**config.mk**
```make
export PLATFORM = sky130hd
export DESIGN_NAME = row_chi_stage
export DESIGN_NICKNAME = d
export VERILOG_FILES = /design/src/rtl/row_chi_stage_pkg.sv /design/src/rtl/row_chi_stage_chi_row.sv /design/src/rtl/row_chi_stage_ctrl.sv /design/src/rtl/row_chi_stage_datapath.sv /design/src/rtl/row_chi_stage.sv
export SDC_FILE = /design/constraint.sdc
export NUM_CORES = 1
export LEC_CHECK = 0
export CELL_PAD_IN_SITES_DETAIL_PLACEMENT = 0
export CELL_PAD_IN_SITES_GLOBAL_PLACEMENT = 1
export CORE_UTILIZATION = 36
export DETAILED_ROUTE_END_ITERATION = 7
export PLACE_DENSITY = 0.94
export SKIP_LAST_GASP = 1
export SLEW_MARGIN = 10
export SYNTH_ARGS = -nofsm -noshare
export SYNTH_HDL_FRONTEND = slang
export SYNTH_SLANG_ARGS = --single-unit
```
**constraint.sdc**
```tcl
create_clock -name clk -period 3.14 [get_ports clk]
set_clock_uncertainty 0.15 [all_clocks]
set_input_delay 0.628 -clock clk [delete_from_list [all_inputs] [get_ports clk]]
set_output_delay 0.628 -clock clk [all_outputs]
set_load 0.005 [all_outputs]
```
**src/rtl/row_chi_stage_pkg.sv**
```systemverilog
// rtl/row_chi_stage_pkg.sv - shared constants, FSM encoding and bit-map helper for the chi stage
package row_chi_stage_pkg;

  localparam int LINE_W  = 25;
  localparam int N_LINES = 64;
  localparam int CNT_W   = 7;
  localparam int ROW_W   = 5;

  typedef enum logic [1:0] {
    ST_IDLE  = 2'd0,
    ST_READ  = 2'd1,
    ST_WRITE = 2'd2,
    ST_DONE  = 2'd3
  } state_t;

  // Bit position of lane (x,y) inside a 25-bit slice.
  function automatic int chi_idx(input int x, input int y);
    return ROW_W * y + x;
  endfunction

endpackage

```
**src/rtl/row_chi_stage_chi_row.sv**
```systemverilog
// rtl/row_chi_stage_chi_row.sv - combinational 5-bit row mix: out[x] = in[x] ^ (~in[x+1] & in[x+2])
module row_chi_stage_chi_row
  import row_chi_stage_pkg::*;
(
  input  logic [ROW_W-1:0] row_in,
  output logic [ROW_W-1:0] row_out
);

  for (genvar x = 0; x < ROW_W; x++) begin : g_lane
    assign row_out[x] = row_in[x] ^ (~row_in[(x + 1) % ROW_W] & row_in[(x + 2) % ROW_W]);
  end

endmodule

```
**src/rtl/row_chi_stage_ctrl.sv**
```systemverilog
// rtl/row_chi_stage_ctrl.sv - sequencing FSM: alternates READ/WRITE per line, pulses done after the last line
module row_chi_stage_ctrl
  import row_chi_stage_pkg::*;
(
  input  logic clk,
  input  logic rst,
  input  logic start,
  input  logic last,
  output logic wr_en,
  output logic inreg_en,
  output logic cnt_en,
  output logic cnt_rst,
  output logic done
);

  state_t state;
  state_t state_next;

  always_ff @(posedge clk) begin
    if (rst) begin
      state <= ST_IDLE;
    end else begin
      state <= state_next;
    end
  end

  always_comb begin
    state_next = state;
    wr_en      = 1'b0;
    inreg_en   = 1'b0;
    cnt_en     = 1'b0;
    cnt_rst    = 1'b0;
    done       = 1'b0;
    case (state)
      ST_IDLE: begin
        if (start) begin
          cnt_rst    = 1'b1;
          state_next = ST_READ;
        end
      end
      ST_READ: begin
        inreg_en   = 1'b1;
        state_next = ST_WRITE;
      end
      ST_WRITE: begin
        wr_en = 1'b1;
        // The counter holds at the last line so the address never leaves 0..N_LINES-1.
        if (last) begin
          state_next = ST_DONE;
        end else begin
          cnt_en     = 1'b1;
          state_next = ST_READ;
        end
      end
      ST_DONE: begin
        done       = 1'b1;
        cnt_rst    = 1'b1;
        state_next = ST_IDLE;
      end
      default: state_next = ST_IDLE;
    endcase
  end

endmodule

```
**src/rtl/row_chi_stage_datapath.sv**
```systemverilog
// rtl/row_chi_stage_datapath.sv - line counter, input register and five parallel chi row networks
module row_chi_stage_datapath
  import row_chi_stage_pkg::*;
(
  input  logic              clk,
  input  logic              rst,
  input  logic              wr_en,
  input  logic              inreg_en,
  input  logic              cnt_en,
  input  logic              cnt_rst,
  input  logic [LINE_W-1:0] line_in,
  output logic [CNT_W-1:0]  cnt_value,
  output logic              last,
  output logic              write_enable,
  output logic [LINE_W-1:0] write_value
);

  logic [CNT_W-1:0]  cnt;
  logic [LINE_W-1:0] inreg;
  logic [LINE_W-1:0] chi_out;

  always_ff @(posedge clk) begin
    if (rst) begin
      cnt <= '0;
    end else if (cnt_rst) begin
      cnt <= '0;
    end else if (cnt_en) begin
      cnt <= cnt + CNT_W'(1);
    end
  end

  always_ff @(posedge clk) begin
    if (rst) begin
      inreg <= '0;
    end else if (inreg_en) begin
      inreg <= line_in;
    end
  end

  for (genvar y = 0; y < ROW_W; y++) begin : g_row
    row_chi_stage_chi_row u_chi_row (
      .row_in  (inreg[chi_idx(0, y) +: ROW_W]),
      .row_out (chi_out[chi_idx(0, y) +: ROW_W])
    );
  end

  assign last         = (cnt == CNT_W'(N_LINES - 1));
  assign cnt_value    = cnt;
  assign write_enable = wr_en;
  // Gate the write data so the bus reads zero whenever no write is in flight.
  assign write_value  = wr_en ? chi_out : '0;

endmodule

```
**src/rtl/row_chi_stage.sv**
```systemverilog
// rtl/row_chi_stage.sv - in-place row chi pass over the 64-line state memory, two cycles per line
module row_chi_stage
  import row_chi_stage_pkg::*;
(
  input  logic              clk,
  input  logic              rst,
  input  logic              start,
  input  logic [LINE_W-1:0] line_in,
  output logic [CNT_W-1:0]  cnt_value,
  output logic              write_enable,
  output logic [LINE_W-1:0] write_value,
  output logic              done
);

  logic wr_en;
  logic inreg_en;
  logic cnt_en;
  logic cnt_rst;
  logic last;

  row_chi_stage_ctrl u_ctrl (
    .clk      (clk),
    .rst      (rst),
    .start    (start),
    .last     (last),
    .wr_en    (wr_en),
    .inreg_en (inreg_en),
    .cnt_en   (cnt_en),
    .cnt_rst  (cnt_rst),
    .done     (done)
  );

  row_chi_stage_datapath u_datapath (
    .clk          (clk),
    .rst          (rst),
    .wr_en        (wr_en),
    .inreg_en     (inreg_en),
    .cnt_en       (cnt_en),
    .cnt_rst      (cnt_rst),
    .line_in      (line_in),
    .cnt_value    (cnt_value),
    .last         (last),
    .write_enable (write_enable),
    .write_value  (write_value)
  );

endmodule

```
==> flow_metrics.tcl <==
set metrics [dict create \
    fp.coreArea_sq_um 5140 \
    min_period_ps 2860 \
    drv_cap 0 \
    synth_top_area_share_pct 35.3 \
    num_vias 1621 \
    peakVddDrop_v 0.000238 \
    cts_max_path_buffers 2 \
    clk_pin_slew_ps 60 \
    cts_setup_buffers 0 \
    worstSetupPathType "reg -> out" \
    die_w_microns 75.1 \
    internal_power_mw 0.907 \
    p_leak_nw 0.946 \
    totalWireLength_mm 3.99 \
    finalNetCount 316 \
    setup_viol 0 \
    final_cell_mix "clkdlybuf4s50_1, nor2_1, dfxtp_1" \
    ys_types 29 \
    fmax_mhz 350 \
    cts_tree "built" \
    required_ps 2360 \
    grt-ovfl-total 0 \
    htreeDepth 2 \
    setup_tns_ps 0 \
    slew_viol_final 0 \
    drt-wirelength-per-cell_microns 11.4 \
    grt_pass1_wl_mm 6.21 \
    dpl_cell_area_sq_um 2590 \
    cp_data_arrival_time_ps 2080 \
    drcViolationCount 0 \
    ant_nets 0 \
    synth_seq_cells 34 \
    synth_nets 255 \
    grt_max_degree 28 \
    firstDrtPassIters 4 \
    start_util_pct 37.5 \
    synth-seq-area-share_pct 35.3 \
    syn-instance-count 221 \
    hold_depth 2 \
    die_y_microns 75.1 \
    synth_area_leaders "dfxtp_1, mux2i_1, xnor2_1, nor2_1, nor2b_1" \
    rows 26 \
    drive_above_1_share_pct 4.27 \
    cts_made_buffers 5 \
    start_kind "register" \
    cp_cell_sequence "inv_1 > ha_1 > inv_2 > nor2_1 > clkdlybuf4s50_1" \
    antenna_found_initial 0 \
    diodes 0 \
    period_share_pct 91.1 \
    netlist_area_sq_um 1930 \
    gp_congestion 0.784 \
    p_comb_share_pct 35.4 \
    synth.largest_area_cell "dfxtp_1" \
    r2r_cells 5 \
    worst_pin_slew_ps 486 \
    max-slew-margin-rel_pct 67.6 \
    cts_resized 0 \
    switchingPower_mw 0.410 \
    clkPwrFrac_pct 23.1 \
    die_area_sq_um 5650 \
    hold_viol_final 0 \
    final_cell_area_sq_um 2680 \
    cpPeakStageDelay_ps 470 \
    hpwl_mm 2.99 \
    outcome "completed" \
    cp_slowest_cell "clkdlybuf4s50_1" \
    seqPwrFrac_pct 41.5 \
    clock_latency_ps 270 \
    rsz0062_at_grt "false" \
    crit_path_max_fanout 27 \
    io_buffers 61 \
    cts_root_buffer "clkbuf_8" \
    ios 62 \
    grt_pass1_vias 1423 \
    ys.warnings.count 0 \
    hold_path.class "reg -> reg" \
    grt_usage_pct 14.4 \
    area_growth_pct 39.1 \
    p_sw_share_pct 31.1 \
    via_per_inst 4.62 \
    power.density_nw_per_um2 492 \
    layout_commonest_cell "clkdlybuf4s50_1" \
    drt_iter0_drc 37 \
    cts.sinks 34 \
    syn_avg_cell_area_sq_um 8.71 \
    cts_hold_buf 0 \
    cp-end-kind "output pin" \
]
[Yosys cell counts (all sizes together)]
master    n
nand2     2
nor2     53
nand3     2
xnor2    25
nand2b    1
clkinv    1
a211oi    1
dfxtp    34
buf       6
and3b     1
nor3      2
ha        6
and3      1
nor2b    25
o211ai    8
o211a     1
a21oi     7
o21ai     2
nand4     2
nand3b    1
mux2i    29
a2111oi   1
inv       6
xor2      1
clkbuf    3
[critical path, delay by kind of cell, from the launching register on]
family | cells | cell delay (ps)
adder cells (fa/ha/maj) | 1 | 300
AND/OR/NAND/NOR | 1 | 120
buffers and inverters | 3 | 990
flip-flops | 1 | 400
[sequential cells by signal, indices dropped and copies added (netlist names)]
name and count:
u_ctrl.state 2, u_datapath.inreg 25, u_datapath.cnt_value 7
[area by class of cell]
| cell class | count | area, sq um |
|---|---|---|
| Clock buffer | 6 | 82.6 |
| Inverter | 7 | 26.3 |
| Multi-Input combinational cell | 171 | 1170 |
| Tap cell | 70 | 87.6 |
| Fill cell | 521 | 2460 |
| Timing Repair Buffer | 63 | 626 |
| Sequential cell | 34 | 681 |
[metal layers]
layer / track usage [%] / routed length, microns / vias up
met1: 18.2 / 1900 / 732
li1: - / - / 850
met5: 0 / 0 / -
met3: 2.54 / 141 / 5
met2: 24.3 / 1890 / 34
met4: 5.56 / 50 / 0
[power groups by stage]
stage	sequential, mW	combinational [mW]	clock, mW
after floorplan	0.542	0.344	0
after global routing	0.557	0.514	0.336
after global placement	0.554	0.464	0
after CTS	0.547	0.473	0.318
after detailed placement	0.557	0.470	0
final	0.547	0.466	0.304
[worst paths after layout]
path	slack, ps	start	to
setup / recovery	280	u_ctrl.state[0]	write_value[0]
hold / removal	330	u_datapath.cnt_value[6]	u_datapath.cnt_value[6]
setup reg to reg	1310	u_ctrl.state[0]	u_datapath.cnt_value[0]
hold reg to reg	330	u_datapath.cnt_value[6]	u_datapath.cnt_value[6]
[cells by family after synthesis]
| kind of cell | count (synthesis) | synth area share, % |
|---|---|---|
| and+or+nand+nor | 90 | 22.2 |
| DFF | 34 | 35.3 |
| muxes | 29 | 15.1 |
| xor gates and xnor gates | 26 | 11.8 |
| AOI/OAI and AO/OA | 20 | 7.99 |
| buffers and inverters | 16 | 3.64 |
| adders and majority gates | 6 | 3.90 |
[per-stage QoR]
| step | instances | power, mW | worst slack [ps] | hold WS (ps) | utilization, % |
|---|---|---|---|---|---|
| 4_1_cts | 351 | 1.34 | 258 | 327 | 52.1 |
| 5_1_grt | 351 | 1.41 | 155 | 387 | 52.1 |
| 3_5_place_dp | 345 | 1.03 | 569 | 322 | 50.5 |
| 2_1_floorplan | 221 | 0.886 | 1110 | 311 | - |
| 3_3_place_gp | 345 | 1.02 | 636 | 312 | 50.5 |
| 6_report | 351 | 1.32 | 280 | 325 | 52.1 |
Note: power is estimated with default switching activity, not from simulation.
